### src/rtl/fetch_stage.sv
// Instruction-fetch stage: owns the PC, addresses instruction memory and fills the
// IF/ID register. Handles stall/flush/redirect and a sticky fault for illegal fetches.
module fetch_stage #(
  parameter logic [31:0] RESET_PC  = 32'd0,
  parameter int unsigned MEM_BYTES = 1024
) (
  input  logic        clk,
  input  logic        reset,
  input  logic        stall,
  input  logic        flush,
  input  logic        redirect,
  input  logic [31:0] redirect_pc,
  output logic [31:0] imem_addr,
  input  logic [31:0] imem_instr,
  output logic [31:0] id_instr,
  output logic [31:0] id_pc_plus4,
  output logic        id_valid,
  output logic        fault,
  output logic [31:0] fetch_count
);

  localparam logic [31:0] LAST_PC = 32'(MEM_BYTES - 4);

  typedef enum logic {RUN, FAULT} state_t;

  state_t      state;
  logic [31:0] pc_p0;
  logic [31:0] pc_plus4_p0;

  function automatic logic target_legal(input logic [31:0] addr);
    return (addr[1:0] == 2'b00) && (addr <= LAST_PC);
  endfunction

  assign pc_plus4_p0 = pc_p0 + 32'd4;
  assign imem_addr   = pc_p0;
  assign fault       = (state == FAULT);

  // PC register and IF/ID register boundary
  always_ff @(posedge clk) begin
    if (reset) begin
      state       <= RUN;
      pc_p0       <= RESET_PC;
      id_instr    <= 32'd0;
      id_pc_plus4 <= 32'd0;
      id_valid    <= 1'b0;
      fetch_count <= 32'd0;
    end else begin
      case (state)
        RUN: begin
          if (redirect) begin
            id_instr    <= 32'd0;
            id_pc_plus4 <= 32'd0;
            id_valid    <= 1'b0;
            if (target_legal(redirect_pc)) pc_p0 <= redirect_pc;
            else                           state <= FAULT;
          end else if (stall) begin
            if (flush) begin
              id_instr    <= 32'd0;
              id_pc_plus4 <= 32'd0;
              id_valid    <= 1'b0;
            end
          end else begin
            if (flush) begin
              id_instr    <= 32'd0;
              id_pc_plus4 <= 32'd0;
              id_valid    <= 1'b0;
            end else begin
              id_instr    <= imem_instr;
              id_pc_plus4 <= pc_plus4_p0;
              id_valid    <= 1'b1;
              fetch_count <= fetch_count + 32'd1;
            end
            // The last word ends the stream; the PC never wraps to 0
            if (pc_plus4_p0 <= LAST_PC) pc_p0 <= pc_plus4_p0;
            else                        state <= FAULT;
          end
        end
        FAULT: begin
          id_instr    <= 32'd0;
          id_pc_plus4 <= 32'd0;
          id_valid    <= 1'b0;
        end
        default: state <= FAULT;
      endcase
    end
  end

endmodule

### config.mk
export PLATFORM = sky130hd
export DESIGN_NAME = fetch_stage
export DESIGN_NICKNAME = d
export VERILOG_FILES = /design/src/rtl/fetch_stage.sv
export SDC_FILE = /design/constraint.sdc
export NUM_CORES = 1
export LEC_CHECK = 0
export BUFFER_PORTS_ARGS = -buffer_cell sky130_fd_sc_hd__buf_2
export CAP_MARGIN = 20
export CORE_UTILIZATION = 45
export DETAILED_ROUTE_END_ITERATION = 10
export PLACE_DENSITY = 0.73
export SLEW_MARGIN = 20
export SYNTH_ARGS = -nofsm -noshare
export SYNTH_HDL_FRONTEND = slang
export SYNTH_SLANG_ARGS = --single-unit
### constraint.sdc
create_clock -name clk -period 8.1 [get_ports clk]
set_input_delay 1.215 -clock clk [delete_from_list [all_inputs] [get_ports clk]]
set_output_delay 1.215 -clock clk [all_outputs]
set_load 0.05 [all_outputs]
==> results of run 1 <==
cell type report:
type / count / area [µm²]
Fill cell: 1215 / 5220
Multi-Input combinational cell: 489 / 3030
Sequential cell: 130 / 2600
Timing Repair Buffer: 202 / 1020
Clock buffer: 27 / 493
Tap cell: 172 / 215
Clock inverter: 4 / 50.0
Inverter: 8 / 30.0
Antenna cell: 1 / 2.50
per-layer routing:
| metal | vias up | global-route usage (%) | routed length (µm) | share of wire (%) |
|---|---|---|---|---|
| met1 | 2353 | 28.0 | 6780 | 47 |
| met5 | - | 0 | 0 | 0 |
| li1 | 2675 | - | - | - |
| met4 | 0 | 9.32 | 235 | 1.6 |
| met2 | 168 | 34.7 | 6630 | 46 |
| met3 | 15 | 5.75 | 912 | 6.3 |
registers in the layout (all words and copies together) (netlist names):
register,flops
fault,1
id_instr,32
imem_addr,32
id_valid,1
fetch_count,32
id_pc_plus4,32
cell usage after synthesis, types with 2 or more instances:
cell	instances
a31oi_1	4
and3_1	11
and2_1	26
and4_1	4
o22ai_1	3
nor2_1	120
nand2_1	53
a311oi_1	2
nand4_1	13
xor2_1	36
clkbuf_1	21
mux2i_1	39
a22oi_1	10
dfxtp_1	130
inv_1	8
buf_2	4
nand3_1	17
ha_1	3
buf_1	8
a211oi_1	6
o21a_1	2
o311a_1	3
nor3_1	16
o21ai_0	10
nor4_1	8
nor4_4	2
buf_4	6
or3_1	11
a21oi_1	41
xnor2_1	21
final timing paths:
kind,start,end,depth (start not counted)
setup / recovery,imem_addr[2],imem_addr[26],11
hold / removal,id_valid,id_valid,2
setup reg to reg,imem_addr[2],imem_addr[26],11
hold reg to reg,id_valid,id_valid,2
placed cells by master, fill, tap and decap left out, types with 4 or more instances in the layout:
cell	count
and2_1	26
nor4_1	8
and4_1	4
nand4_1	13
buf_4	4
nand3_1	17
a21oi_1	41
nor2_1	120
inv_1	8
a22oi_1	10
clkbuf_1	7
nor3_1	16
a211oi_1	6
and3_1	11
buf_2	198
mux2i_1	39
xor2_1	36
a31oi_1	4
dfxtp_1	130
clkbuf_16	17
or3_1	11
nand2_1	53
xnor2_1	21
o21ai_0	10
through the flow:
step / setup WS (ns) / hold slack, ns / instances / cell area (µm²)
after detailed placement: 4.24 / 0.440 / 1001 / 6900
after floorplan: 4.76 / 0.664 / 667 / 5850
after global placement: 4.31 / 0.432 / 1001 / 6900
final: 4.63 / 0.444 / 1033 / 7450
after global routing: 4.26 / 0.470 / 1032 / 7450
after CTS: 4.60 / 0.448 / 1032 / 7450
critical path, delay by kind of cell, from the launching register on:
| kind | cells | cell delay [ns] |
|---|---|---|
| AND/OR/NAND/NOR | 3 | 0.82 |
| XOR/XNOR | 1 | 0.17 |
| AO/OA/AOI/OAI | 5 | 1.24 |
| buffers and inverters | 1 | 0.25 |
| flip-flops | 1 | 0.45 |
| adder cells (fa/ha/maj) | 1 | 0.42 |
power by group:
part / internal [mW] / total [mW] / leakage, nW / switching (mW)
Combinational: 0.0355 / 0.102 / 2.05 / 0.0669
Clock: 0.444 / 0.701 / 0.258 / 0.257
Sequential: 0.647 / 0.657 / 1.05 / 0.00992
Total: 1.13 / 1.46 / 3.35 / 0.334
cells by family (layout without fill, tap and decap cells):
group,after synthesis,count (layout),synth area share [%]
and+or+nand+nor,292,292,24.7
DFF,130,130,44.5
AOI/OAI and AO/OA,98,98,11.3
xor gates and xnor gates,57,57,8.53
buffers and inverters,48,241,3.68
muxes,39,39,6.67
adders and majority gates,3,3,0.642
other,0,1,0
==> flow_metrics.env, run 1 <==
export IMPL_outcome="finished clean"
export IMPL_start_kind="register"
export IMPL_synth_main_ff_cell="dfxtp_1"
export IMPL_report_power_total_mw=1.46
export IMPL_crit_arrival_ns=3.76
export IMPL_path_cells="ha_1, nand4_2, nor3_1, xnor2_1, a41oi_2, a2111oi_2, o2111a_2, a31o_1, a21oi_1, buf_4, and2_1"
export IMPL_synthToLayoutAreaGrowth_pct=27.3
export IMPL_yosys_warnings=0
export IMPL_antenna_found_initial=0
export IMPL_postCtsHoldBufs=0
export IMPL_worstSetupPathType="register to register"
export IMPL_overflow=0
export IMPL_cts_tree="done"
export IMPL_vias=5211
export IMPL_rsz0062_at_grt="false"
export IMPL_cts_buffers_inserted=17
export IMPL_reg2reg_slack_ns=4.63
export IMPL_yosysUniqueCellTypes=59
export IMPL_slew_violations=0
export IMPL_finalWirelength_um=14600
export IMPL_finClkSkew_ns=0.00717
export IMPL_rows=41
export IMPL_drtPass1Iterations=4
export IMPL_die_y_um=116
export IMPL_clk_pin_slew_ns=0.05
export IMPL_avgSynthCellArea_um2=8.77
export IMPL_syn_num_nets=739
export IMPL_fin_util_pct=58.8
export IMPL_hold_path_class="register to register"
export IMPL_fin_crit_ns=3.47
export IMPL_htreeDepth=4
export IMPL_track_usage_pct=21.9
export IMPL_antenna_left=0
export IMPL_start_util_pct=46.2
export IMPL_yosys_area_top_type="dfxtp_1"
export IMPL_gp_congestion=0.876
export IMPL_worst_path_max_fanout=22
export IMPL_grt_max_degree=56
export IMPL_die_area_um2=13500
export IMPL_cp_required_ns=8.39
export IMPL_viasPerCell=5.04
export IMPL_final_layout_size_suffix_gt1_share_pct=28.0
export IMPL_post_cts_setup_buffer_count=0
export IMPL_relSlewSlack_pct=32.6
export IMPL_powerDensity_nw_per_um2=196
export IMPL_synthCells=667
export IMPL_critical_path_slowest_cell="dfxtp_1"
export IMPL_hold_viol=0
export IMPL_port_buffer_count=198
export IMPL_vdd_drop_max_uv=105
export IMPL_drc=0
export IMPL_drt_iter0_drc=263
export IMPL_die_w_um=116
export IMPL_leakage_nw=3.35
export IMPL_insertion_delay_ns=0.41
export IMPL_synth_top_area_share_pct=44.5
export IMPL_max_freq_mhz=288
export IMPL_max_cap_viol_count=0
export IMPL_synth_edff_count=0
export IMPL_coreArea_um2=12700
export IMPL_grt_pass1_wl_um=22700
export IMPL_ys_ff_latch=130
export IMPL_fin_nets=920
export IMPL_root_buffer="clkbuf_16"
export IMPL_synth_area_top_cells="dfxtp_1 (44%), nor2_1 (7.7%), mux2i_1 (6.7%)"
export IMPL_tns_ns=0
export IMPL_io_pins=199
export IMPL_cts_path_max_buffers=2
export IMPL_setup_violations_final=0
export IMPL_worst_setup_path_end_kind="register"
export IMPL_tightest_slew_ns=1.01
export IMPL_syn_area_um2=5850
export IMPL_hpwl_um=10500
export IMPL_post_cts_resized=0
export IMPL_cts_sinks=130
export IMPL_grt_pass1_vias=4686
export IMPL_period_share_pct=42.8
export IMPL_async_flop_share_pct=0
export IMPL_wl_per_cell_um=14.1
export IMPL_yosysSeqAreaShare_pct=44.5
export IMPL_max_stage_delay_ns=0.45
(Power assumes the default switching activity.)
==> run 2, diff against run 1 <==
clock period = 3.28 ns   (was 8.1 ns; I/O delays follow)
==> run 2 against run 1 <==
  * Final cell count rose by 1.5%
  * Worst hold slack got worse by 0.14 ns
  * Clock skew barely moved
  * Wire length rose by 4.7%
  * Largest cell class unchanged
==> flow_metrics.env, run 2 (synthesis gave the netlist of run 1 again) <==
export IMPL_outcome="finished clean"
export IMPL_grt_pass1_vias=4676
export IMPL_port_buffer_count=198
export IMPL_finClkSkew_ns=0.00686
export IMPL_fin_nets=934
export IMPL_dpl_instance_area_um2=7010
export IMPL_drt_iter0_drc=252
export IMPL_max_stage_delay_ns=0.51
export IMPL_drtPass1Iterations=5
export IMPL_hold_viol=0
export IMPL_root_buffer="clkbuf_16"
export IMPL_cts_tree="done"
export IMPL_finalWirelength_um=15200
export IMPL_fillCellCount=1165
export IMPL_layout_common_cells="buf_2 (198), dfxtp_1 (127), nor2_1 (120)"
export IMPL_max_cap_viol_count=0
export IMPL_hpwl_um=10900
export IMPL_postCtsHoldBufs=0
export IMPL_cts_buffers_inserted=17
export IMPL_slew_violations=0
export IMPL_die_y_um=116
export IMPL_tightest_slew_ns=1.02
export IMPL_cp_startpoint="imem_addr[6]"
export IMPL_place_ws_ns=0.171
export IMPL_drc=0
export IMPL_rows=41
export IMPL_tns_ns=0
export IMPL_gp_congestion=0.852
export IMPL_reg2regPathDepth=9
export IMPL_die_area_um2=13500
export IMPL_crit_arrival_ns=3.38
export IMPL_post_route_cell_area_um2=7650
export IMPL_period_share_pct=93.7
export IMPL_worst_slack_ns=0.208
export IMPL_rsz0062_at_grt="false"
export IMPL_wl_per_cell_um=14.5
export IMPL_vias=5365
export IMPL_die_w_um=116
export IMPL_leakage_nw=3.48
export IMPL_grt_pass1_wl_um=23500
export IMPL_fin_crit_ns=3.07
export IMPL_setup_violations_final=0
export IMPL_overflow=0
export IMPL_htreeDepth=4
export IMPL_track_usage_pct=22.7
export IMPL_grt_max_degree=63
export IMPL_r2r_start="imem_addr[6]"
export IMPL_coreArea_um2=12700
export IMPL_cp_required_ns=3.59
export IMPL_max_freq_mhz=326
export IMPL_path_cells="nand3_4, nor4_4, and2_1, a41oi_2, a2111oi_2, o2111a_2, a31oi_4, or3_1, a32o_1"
export IMPL_clk_pin_slew_ns=0.06
export IMPL_antenna_found_initial=0
export IMPL_synthToLayoutAreaGrowth_pct=30.8
export IMPL_r2r_end="imem_addr[5]"
export IMPL_final_layout_size_suffix_gt1_share_pct=30.4
export IMPL_final_common_cell="buf_2"
export IMPL_viasPerCell=5.12
export IMPL_report_power_total_mw=3.87
export IMPL_cts_sinks=130
export IMPL_relSlewSlack_pct=31.7
export IMPL_hold_path_class="input port to register"
export IMPL_critical_path_slowest_cell="dfxtp_1"
export IMPL_io_pins=199
export IMPL_start_util_pct=46.2
export IMPL_worst_path_max_fanout=8
export IMPL_worstSetupPathType="register to register"
export IMPL_vdd_drop_max_uv=324
export IMPL_powerDensity_nw_per_um2=506
export IMPL_start_kind="register"
export IMPL_insertion_delay_ns=0.42
export IMPL_hp_start="imem_instr[6]"
export IMPL_cts_path_max_buffers=2
export IMPL_reg2reg_slack_ns=0.21
export IMPL_antenna_left=0
export IMPL_cp_endpoint="imem_addr[5]"
export IMPL_worst_setup_path_end_kind="register"
## run 2: cell count changes in the layout (fill, tap and decap cells not counted), moves of 2 or more
cell	before	now
dfxtp_2	0	3
buf_4	4	18
clkbuf_8	3	1
clkinv_4	0	2
clkinv_2	1	3
clkbuf_1	7	1
dfxtp_1	130	127
bufinv_16	1	4
## run 2: per-stage QoR
step | hold WS [ns] | utilization [%] | std cells
floorplan | 0.636 | - | 667
global placement | 0.430 | 55.3 | 1015
detailed placement | 0.449 | 55.3 | 1015
CTS | 0.292 | 60.3 | 1047
global route | 0.302 | 60.4 | 1047
finish | 0.306 | 60.4 | 1048
## run 2: timing repair
action / 4_1_cts / 5_1_grt
setup endpoints to repair: 0 / 1
setup buffers: 0 / 0
gates resized for setup: 0 / 3
## run 2: per-layer routing
| metal | routed length [µm] | part of all wire (%) | global-route usage [%] | vias up |
|---|---|---|---|---|
| li1 | - | - | - | 2708 |
| met1 | 6940 | 46 | 29.6 | 2449 |
| met2 | 7010 | 46 | 35.3 | 188 |
| met3 | 1040 | 6.8 | 5.65 | 20 |
| met4 | 255 | 1.7 | 10.1 | 0 |
| met5 | 0 | 0 | 0 | - |
## run 2: cell type report
class                      count  area, µm²  share of cell area [%]
multi-input combinational    489       3050                    39.8
inverter                       8       30.0                   0.392
clock buffer                  19        443                    5.79
clock inverter                13        184                    2.40
tap                          172        215                    2.81
antenna                        1       2.50                  0.0327
sequential                   130       2610                    34.1
timing repair buffer         216       1130                    14.7
## run 2: worst max-delay path, delay by kind of cell (launching register included)
family / cells / cell delay, ns
DFF: 1 / 0.51
AOI/OAI and AO/OA: 5 / 1.23
and+or+nand+nor: 4 / 1.23
## run 2: worst min-delay path by stage
stage / endpoint / cells after the start / slack (ns)
after floorplan: imem_addr[3] / 2 / 0.64
after CTS: id_instr[6] / 3 / 0.29
after global placement: id_valid / 2 / 0.43
final: id_instr[6] / 3 / 0.31
after global routing: id_instr[0] / 3 / 0.30
after detailed placement: id_pc_plus4[4] / 2 / 0.45
## run 2: where the power goes
group          switching (mW)  internal [mW]
registers              0.0215           1.60
clock network           0.701           1.29
logic                   0.171         0.0932
